[config.mk]
export PLATFORM = sky130hd
export DESIGN_NAME = bf_graph_loader
export DESIGN_NICKNAME = d
export VERILOG_FILES = /design/src/rtl/bf_graph_loader.sv
export SDC_FILE = /design/constraint.sdc
export NUM_CORES = 2
export LEC_CHECK = 0
export ABC_AREA = 1
export CORE_ASPECT_RATIO = 1.25
export CORE_MARGIN = 1
export CORE_UTILIZATION = 35
export CTS_BUF_LIST = sky130_fd_sc_hd__clkbuf_8
export DETAILED_ROUTE_END_ITERATION = 6
export GPL_TIMING_DRIVEN = 0
export HOLD_SLACK_MARGIN = 0.08
export RECOVER_POWER = 50
export SLEW_MARGIN = 10
export SYNTH_ARGS = -nofsm -noshare
export SYNTH_HDL_FRONTEND = slang
export SYNTH_SLANG_ARGS = --single-unit
[constraint.sdc]
create_clock -name clk -period 70.7 [get_ports clk]
set_input_delay 14.14 -clock clk [delete_from_list [all_inputs] [get_ports clk]]
set_output_delay 14.14 -clock clk [all_outputs]
set_load 0.02 [all_outputs]
[src/rtl/bf_graph_loader.sv]
// Bellman-Ford graph loader: packs a serial weight stream into LANES-wide rows, writes them, then starts the processing block.
// Optional running checksum of accepted words is added when BF_LOADER_CHECKSUM_EN is defined.
module bf_graph_loader #(
  parameter int LANES  = 32,
  parameter int WIDTH  = 32,
  parameter int ADDR_W = 10,
  parameter int ROWS   = 32
) (
  input  logic                   clk,
  input  logic                   rst_global,
  input  logic                   go,
  input  logic                   abort,
  input  logic [WIDTH-1:0]       in_data,
  input  logic                   in_valid,
  output logic                   in_ready,
  output logic [ADDR_W-1:0]      mem_addr,
  output logic [LANES*WIDTH-1:0] mem_wdata,
  output logic                   mem_we,
  output logic                   mem_sel,
  output logic                   start,
  input  logic                   finish,
  output logic                   busy,
  output logic                   done
`ifdef BF_LOADER_CHECKSUM_EN
  ,
  output logic [WIDTH-1:0]       checksum
`endif
);

  localparam int LW = (LANES > 1) ? $clog2(LANES) : 1;

  typedef enum logic [2:0] {IDLE, LOAD, KICK, RUN, DONE} state_t;

  state_t                 state;
  logic [LW-1:0]          lane_cnt;
  logic [ADDR_W-1:0]      row_cnt;
  logic [LANES*WIDTH-1:0] row_reg;
  logic [LANES*WIDTH-1:0] row_next;
  logic                   accept;
  logic                   row_full;
  logic                   last_row;

  assign in_ready = (state == LOAD);
  assign accept   = in_ready && in_valid;
  assign row_full = (lane_cnt == LW'(LANES - 1));
  assign last_row = (row_cnt == ADDR_W'(ROWS - 1));

  // NOTE: give every always_comb output a default first so no path can infer a latch.
  always_comb begin
    row_next = row_reg;
    row_next[lane_cnt*WIDTH +: WIDTH] = in_data;
  end

  // NOTE: registered state uses non-blocking assignments so every flop samples pre-edge values.
  always_ff @(posedge clk or posedge rst_global) begin
    if (rst_global) begin
      state     <= IDLE;
      lane_cnt  <= '0;
      row_cnt   <= '0;
      // NOTE: row_reg is plain flops rather than a RAM, so it takes the async reset too.
      row_reg   <= '0;
      mem_addr  <= '0;
      mem_wdata <= '0;
      mem_we    <= 1'b0;
      mem_sel   <= 1'b0;
      start     <= 1'b0;
      busy      <= 1'b0;
      done      <= 1'b0;
    end else begin
      mem_we <= 1'b0;
      start  <= 1'b0;
      done   <= 1'b0;
      case (state)
        IDLE: begin
          lane_cnt <= '0;
          row_cnt  <= '0;
          if (go) begin
            state   <= LOAD;
            busy    <= 1'b1;
            mem_sel <= 1'b1;
          end
        end
        LOAD: begin
          if (abort) begin
            state    <= IDLE;
            busy     <= 1'b0;
            mem_sel  <= 1'b0;
            lane_cnt <= '0;
            row_cnt  <= '0;
          end else if (accept) begin
            row_reg <= row_next;
            if (row_full) begin
              // Memory samples the completed row next cycle, so lane 0 of the next row can land now.
              mem_we    <= 1'b1;
              mem_addr  <= row_cnt;
              mem_wdata <= row_next;
              lane_cnt  <= '0;
              row_cnt   <= row_cnt + 1'b1;
              if (last_row) state <= KICK;
            end else begin
              lane_cnt <= lane_cnt + 1'b1;
            end
          end
        end
        KICK: begin
          mem_sel <= 1'b0;
          start   <= 1'b1;
          state   <= RUN;
        end
        RUN: begin
          if (finish) begin
            done  <= 1'b1;
            state <= DONE;
          end
        end
        DONE: begin
          busy  <= 1'b0;
          state <= IDLE;
        end
        default: state <= IDLE;
      endcase
    end
  end

`ifdef BF_LOADER_CHECKSUM_EN
  always_ff @(posedge clk or posedge rst_global) begin
    if (rst_global) begin
      checksum <= '0;
    end else if ((state == IDLE && go) || (state == LOAD && abort)) begin
      checksum <= '0;
    end else if (accept) begin
      checksum <= checksum + in_data;
    end
  end
`endif

endmodule

; Yosys cells after proc, flatten, opt, wreduce, memory -nomap -nowiden
; Index checks and enable logic that the tools add are counted.
[classes]
addsub = 3
eq_ne = 12
n_shift = 2
n_mux = 27
bitwise = 1
n_reduce_logical = 12
[ops]
columns = cell, n
row1 = bitwise mux 1024 bit, 1
row2 = variable shift 32 x 34 -> 1024 bit (first input constant), 1
row3 = variable part select 32 x 34 -> 1024 bit, 1
row4 = negator 10 -> 34 bit, 1
row5 = two-way mux 10 bit, 3
row6 = case mux 10 bit (2 select lines), 1
row7 = two-way mux 3 bit, 6
row8 = two-way mux 5 bit, 3
row9 = case mux 3 bit (4 select lines), 1
row10 = AND reduction 3 bit, 4
row11 = adder 10 x 1 -> 10 bit (second input constant), 1
row12 = == test 10 x 5 -> 1 bit (second input constant), 1
row13 = case mux 5 bit (2 select lines), 1
row14 = two-way mux 1 bit, 9
row15 = inequality test 3 x 2 -> 1 bit (second input constant), 3
row16 = == test 3 x 2 -> 1 bit (second input constant), 2
row17 = inequality test 2 bit (second input constant), 3
row18 = case mux 1 bit (3 select lines), 2
row19 = nonzero test 3 bit, 2
row20 = adder 5 x 1 -> 5 bit (second input constant), 1
row21 = == test 5 bit (second input constant), 1
row22 = AND reduction 5 bit, 1
row23 = AND reduction 4 bit, 1
row24 = == test 3 x 1 -> 1 bit (second input constant), 1
row25 = other kinds (6), 6
[word_totals]
regBits = 2081
elab_cells = 68

; Longest topological paths before layout
[depth]
word_depth = 6
ltp_mapped = 15

; Worst setup path before layout
; OpenSTA, ideal clock, no wires.
[synth_timing]
path_kind = input port to flip-flop
startpoint = in abort
endpoint = reg mem_wdata[160]
arrival_time_ns = 15.249
t_required_ns = 70.582
path_slack_ns = 55.333
path_stages = 11
path_cell_list = inv_1 nand2_2 inv_2 nand2_2 nor2_2 inv_2 buf_2 buf_2 buf_1 nand2_1 nand2_1
[synth_between]
elab_chain_cells = 2
[synth_lines]
columns = item, line_no
row1 = "start, declared", 12  ; input logic abort,
row2 = inverter 1 bit (no source line), -
row3 = AND reduction 4 bit (no source line), -
row4 = "end signal, assigned", 96  ; mem_wdata <= row_next;
row5 = "end, declared", 17  ; output logic [LANES*WIDTH-1:0] mem_wdata,
; Every way passes these cells.
; A chain may end at the register's enable or synchronous reset.

==> run metrics <==
outcome=complete, but fails checks; failing checks=max-capacitance violations, max-slew violations; Post-synth top cells=nand2_1, nand3_1, dfrtp_1, inv_1, o21ai_0; Placement Setup Slack=52.52 ns; nets@finish=13900; Final Util=0.436; TritonCTS clock tree=built; CTS Sinks=2081; Inst Count DP=17000; Hold WS=0.461 ns; total power=3.69 mW; slowest stage delay, CP=1.49 ns; sink of the worst hold path=start$_DFF_PP0_; Worst Path Required=71.88 ns; IO Count=1078; initial DRC count=11900; first-pass GRT wire length=681000 um; largest net degree at the start of global routing=40; min cycle time layout=26.09 ns; die footprint=278000 sq um; Mapped Area=96500 sq um; Power Dens Cells=30.9 nW/um^2; GRT Overall Usage=0.347; Clk pin slew, worst setup/hold paths=0.06 ns; CTS H-tree depth=5; Die H=589 um; Synth area leaders=dfrtp_1, nand2_1, nand3_1; worst setup margin=44.61 ns; drt pass-1 iters=6; fill count=27900; root buffer cell=clkbuf_8; crit-path cells=dlygate4sd3_1 -> clkinvlp_2 -> clkbuf_1 -> clkbuf_1 -> clkbuf_1 -> clkbuf_1 -> clkbuf_1 -> clkbuf_1 -> clkbuf_1 -> clkbuf_1 -> buf_12 -> buf_12 -> buf_12 -> buf_16 -> buf_12; Tightest Pin Transition=2.60 ns; post-CTS setup buffers=0; hold_sp=state[2]$_DFFE_PP0P_; GR Overflow Total=0; cell mode on critical path=clkbuf_1; chip width=472 um; vias=96500; RSZ-0062 raised after global routing=false; synth-to-layout area growth=23.8%; async set-reset flop share out of synthesis=1.00; Main synth FF type=dfrtp_1; CP endpoint kind=async pin; delay-heaviest family, CP=buffers and inverters; FF+latch count, synth=2081; WL final=496000 um; Synth Net Count=12400; fmax=0.0383 GHz; FP Rows=215; Resized Gates After CTS=0; yosys warns=0; Port Buffer Count=1077; critical path class=in2async; count leader, synth=nand2_1; Seq/Total Area, Yosys=0.539; area fraction of the dominant cell type after synthesis=0.539; reg-to-reg startpoint=lane_cnt[0]$_DFFE_PP0P_; syn_area_per_cell=7.84 sq um; clk_skew=0.102 ns; DP Area=113000 sq um; CTS Buffer Depth=4; Initial Util=0.352; via/cell ratio=5.45; setup TNS=0 ns; reg-to-reg setup timing slack=64.75 ns; RD Place Congestion=1.05; max-slew violation count=1625; DR DRC count=0; Worst Path Max Fanout=37; worst-case reg-to-reg path depth=13; initial antenna violation count=72; worst hold path depth=1; Hold Fails Final Rpt=0; Netlist cell types=29; final-report setup violation count=0; WP buf/inv=15; Layout Cells excl Fill=17700; worst skew pair latency=1.10 ns; Critical Path AT=27.26 ns; cts bufs inserted=359; HPWL Detailed=384000 um; Synth Instances=12300; DRT antenna net count=0; cell leakage power=62.8 nW; Worst VDD drop=0.0165 mV; part of the cycle the worst path needs=0.369; Avg WL per Cell=28.0 um; Reg2Reg Capture Point=mem_wdata[743]$_DFFE_PP0P_; top cell type by total area after synthesis=dfrtp_1; total of max-cap violations=53; fraction of layout cells with a size suffix above 1=0.0639; Slew HR=-0.734; Hold-fix buffers, CTS=0; slowest stage cell, crit path=clkbuf_1; core area=274000 sq um; crit start category=input port; number of flops mapped to enable cells by yosys=0; Hold Path Class=reg2reg; cell area after layout=120000 sq um; vias in the first global route=89000
[worst max path at each step]
stage,start,end,cells after the start
after floorplan,rst_global,busy$_DFFE_PP0P_,1
after global placement,rst_global,mem_wdata[105]$_DFFE_PP0P_,2
after detailed placement,rst_global,mem_wdata[103]$_DFFE_PP0P_,15
after CTS,rst_global,mem_wdata[360]$_DFFE_PP0P_,15
after global routing,rst_global,mem_wdata[360]$_DFFE_PP0P_,15
final,rst_global,mem_wdata[105]$_DFFE_PP0P_,15
[power by group]
part           total [mW]  switching [mW]  internal (mW)
Clock                1.13           0.547          0.580
Combinational        1.14           0.903          0.232
Sequential           1.43          0.0572           1.38
Total                3.69            1.51           2.19
[layout by cell type (no fill, tap or decap), types with 3 or more instances in the layout]
| master | count |
|---|---|
| o21ai_1 | 40 |
| clkdlybuf4s50_1 | 858 |
| nand4_1 | 524 |
| nand2_1 | 4458 |
| bufinv_16 | 7 |
| a31oi_1 | 15 |
| nand3_1 | 2438 |
| buf_16 | 7 |
| inv_2 | 9 |
| clkbuf_1 | 566 |
| nor2_2 | 5 |
| a21oi_1 | 7 |
| dfrtp_1 | 2081 |
| buf_1 | 28 |
| inv_6 | 7 |
| o21ai_0 | 617 |
| buf_2 | 328 |
| dlygate4sd3_1 | 219 |
| clkinv_2 | 42 |
| clkbuf_2 | 13 |
| clkinvlp_4 | 7 |
| clkbuf_8 | 433 |
| buf_12 | 18 |
| nor3_1 | 70 |
| ha_1 | 5 |
| nor2_1 | 84 |
| buf_4 | 4 |
| nor2_4 | 6 |
| inv_1 | 1172 |
| diode_2 | 35 |
| nand2_2 | 3 |
[layout make-up]
| cell class | count | area, sq um | share of cell area |
|---|---|---|---|
| sequential | 2081 | 52100 | 0.436 |
| multi-input combinational | 8281 | 36600 | 0.306 |
| timing repair buffer | 1153 | 11500 | 0.0965 |
| clock buffer | 433 | 5960 | 0.0499 |
| tap | 3580 | 4480 | 0.0375 |
| inverter | 1061 | 3980 | 0.0333 |
| buffer | 889 | 3780 | 0.0316 |
| clock inverter | 192 | 1080 | 0.00904 |
| antenna | 35 | 87.6 | 0.000733 |
[logic make-up after synthesis]
kind of cell / count (synthesis) / synth area share
xor+xnor: 1 / 0.0000907
simple gates: 7593 / 0.342
compound gates: 682 / 0.0356
flops: 2081 / 0.539
fa+ha+maj: 5 / 0.000648
buf+inv: 1950 / 0.0820
[layer usage]
metal,routed length (um),vias up,track usage,part of all wire
met4,46400,24,0.275,0.094
met2,209000,5218,0.506,0.42
met5,165,-,0,0.00033
li1,-,43000,-,-
met3,53000,1331,0.102,0.11
met1,187000,46900,0.428,0.38
(Power assumes the default switching activity.)
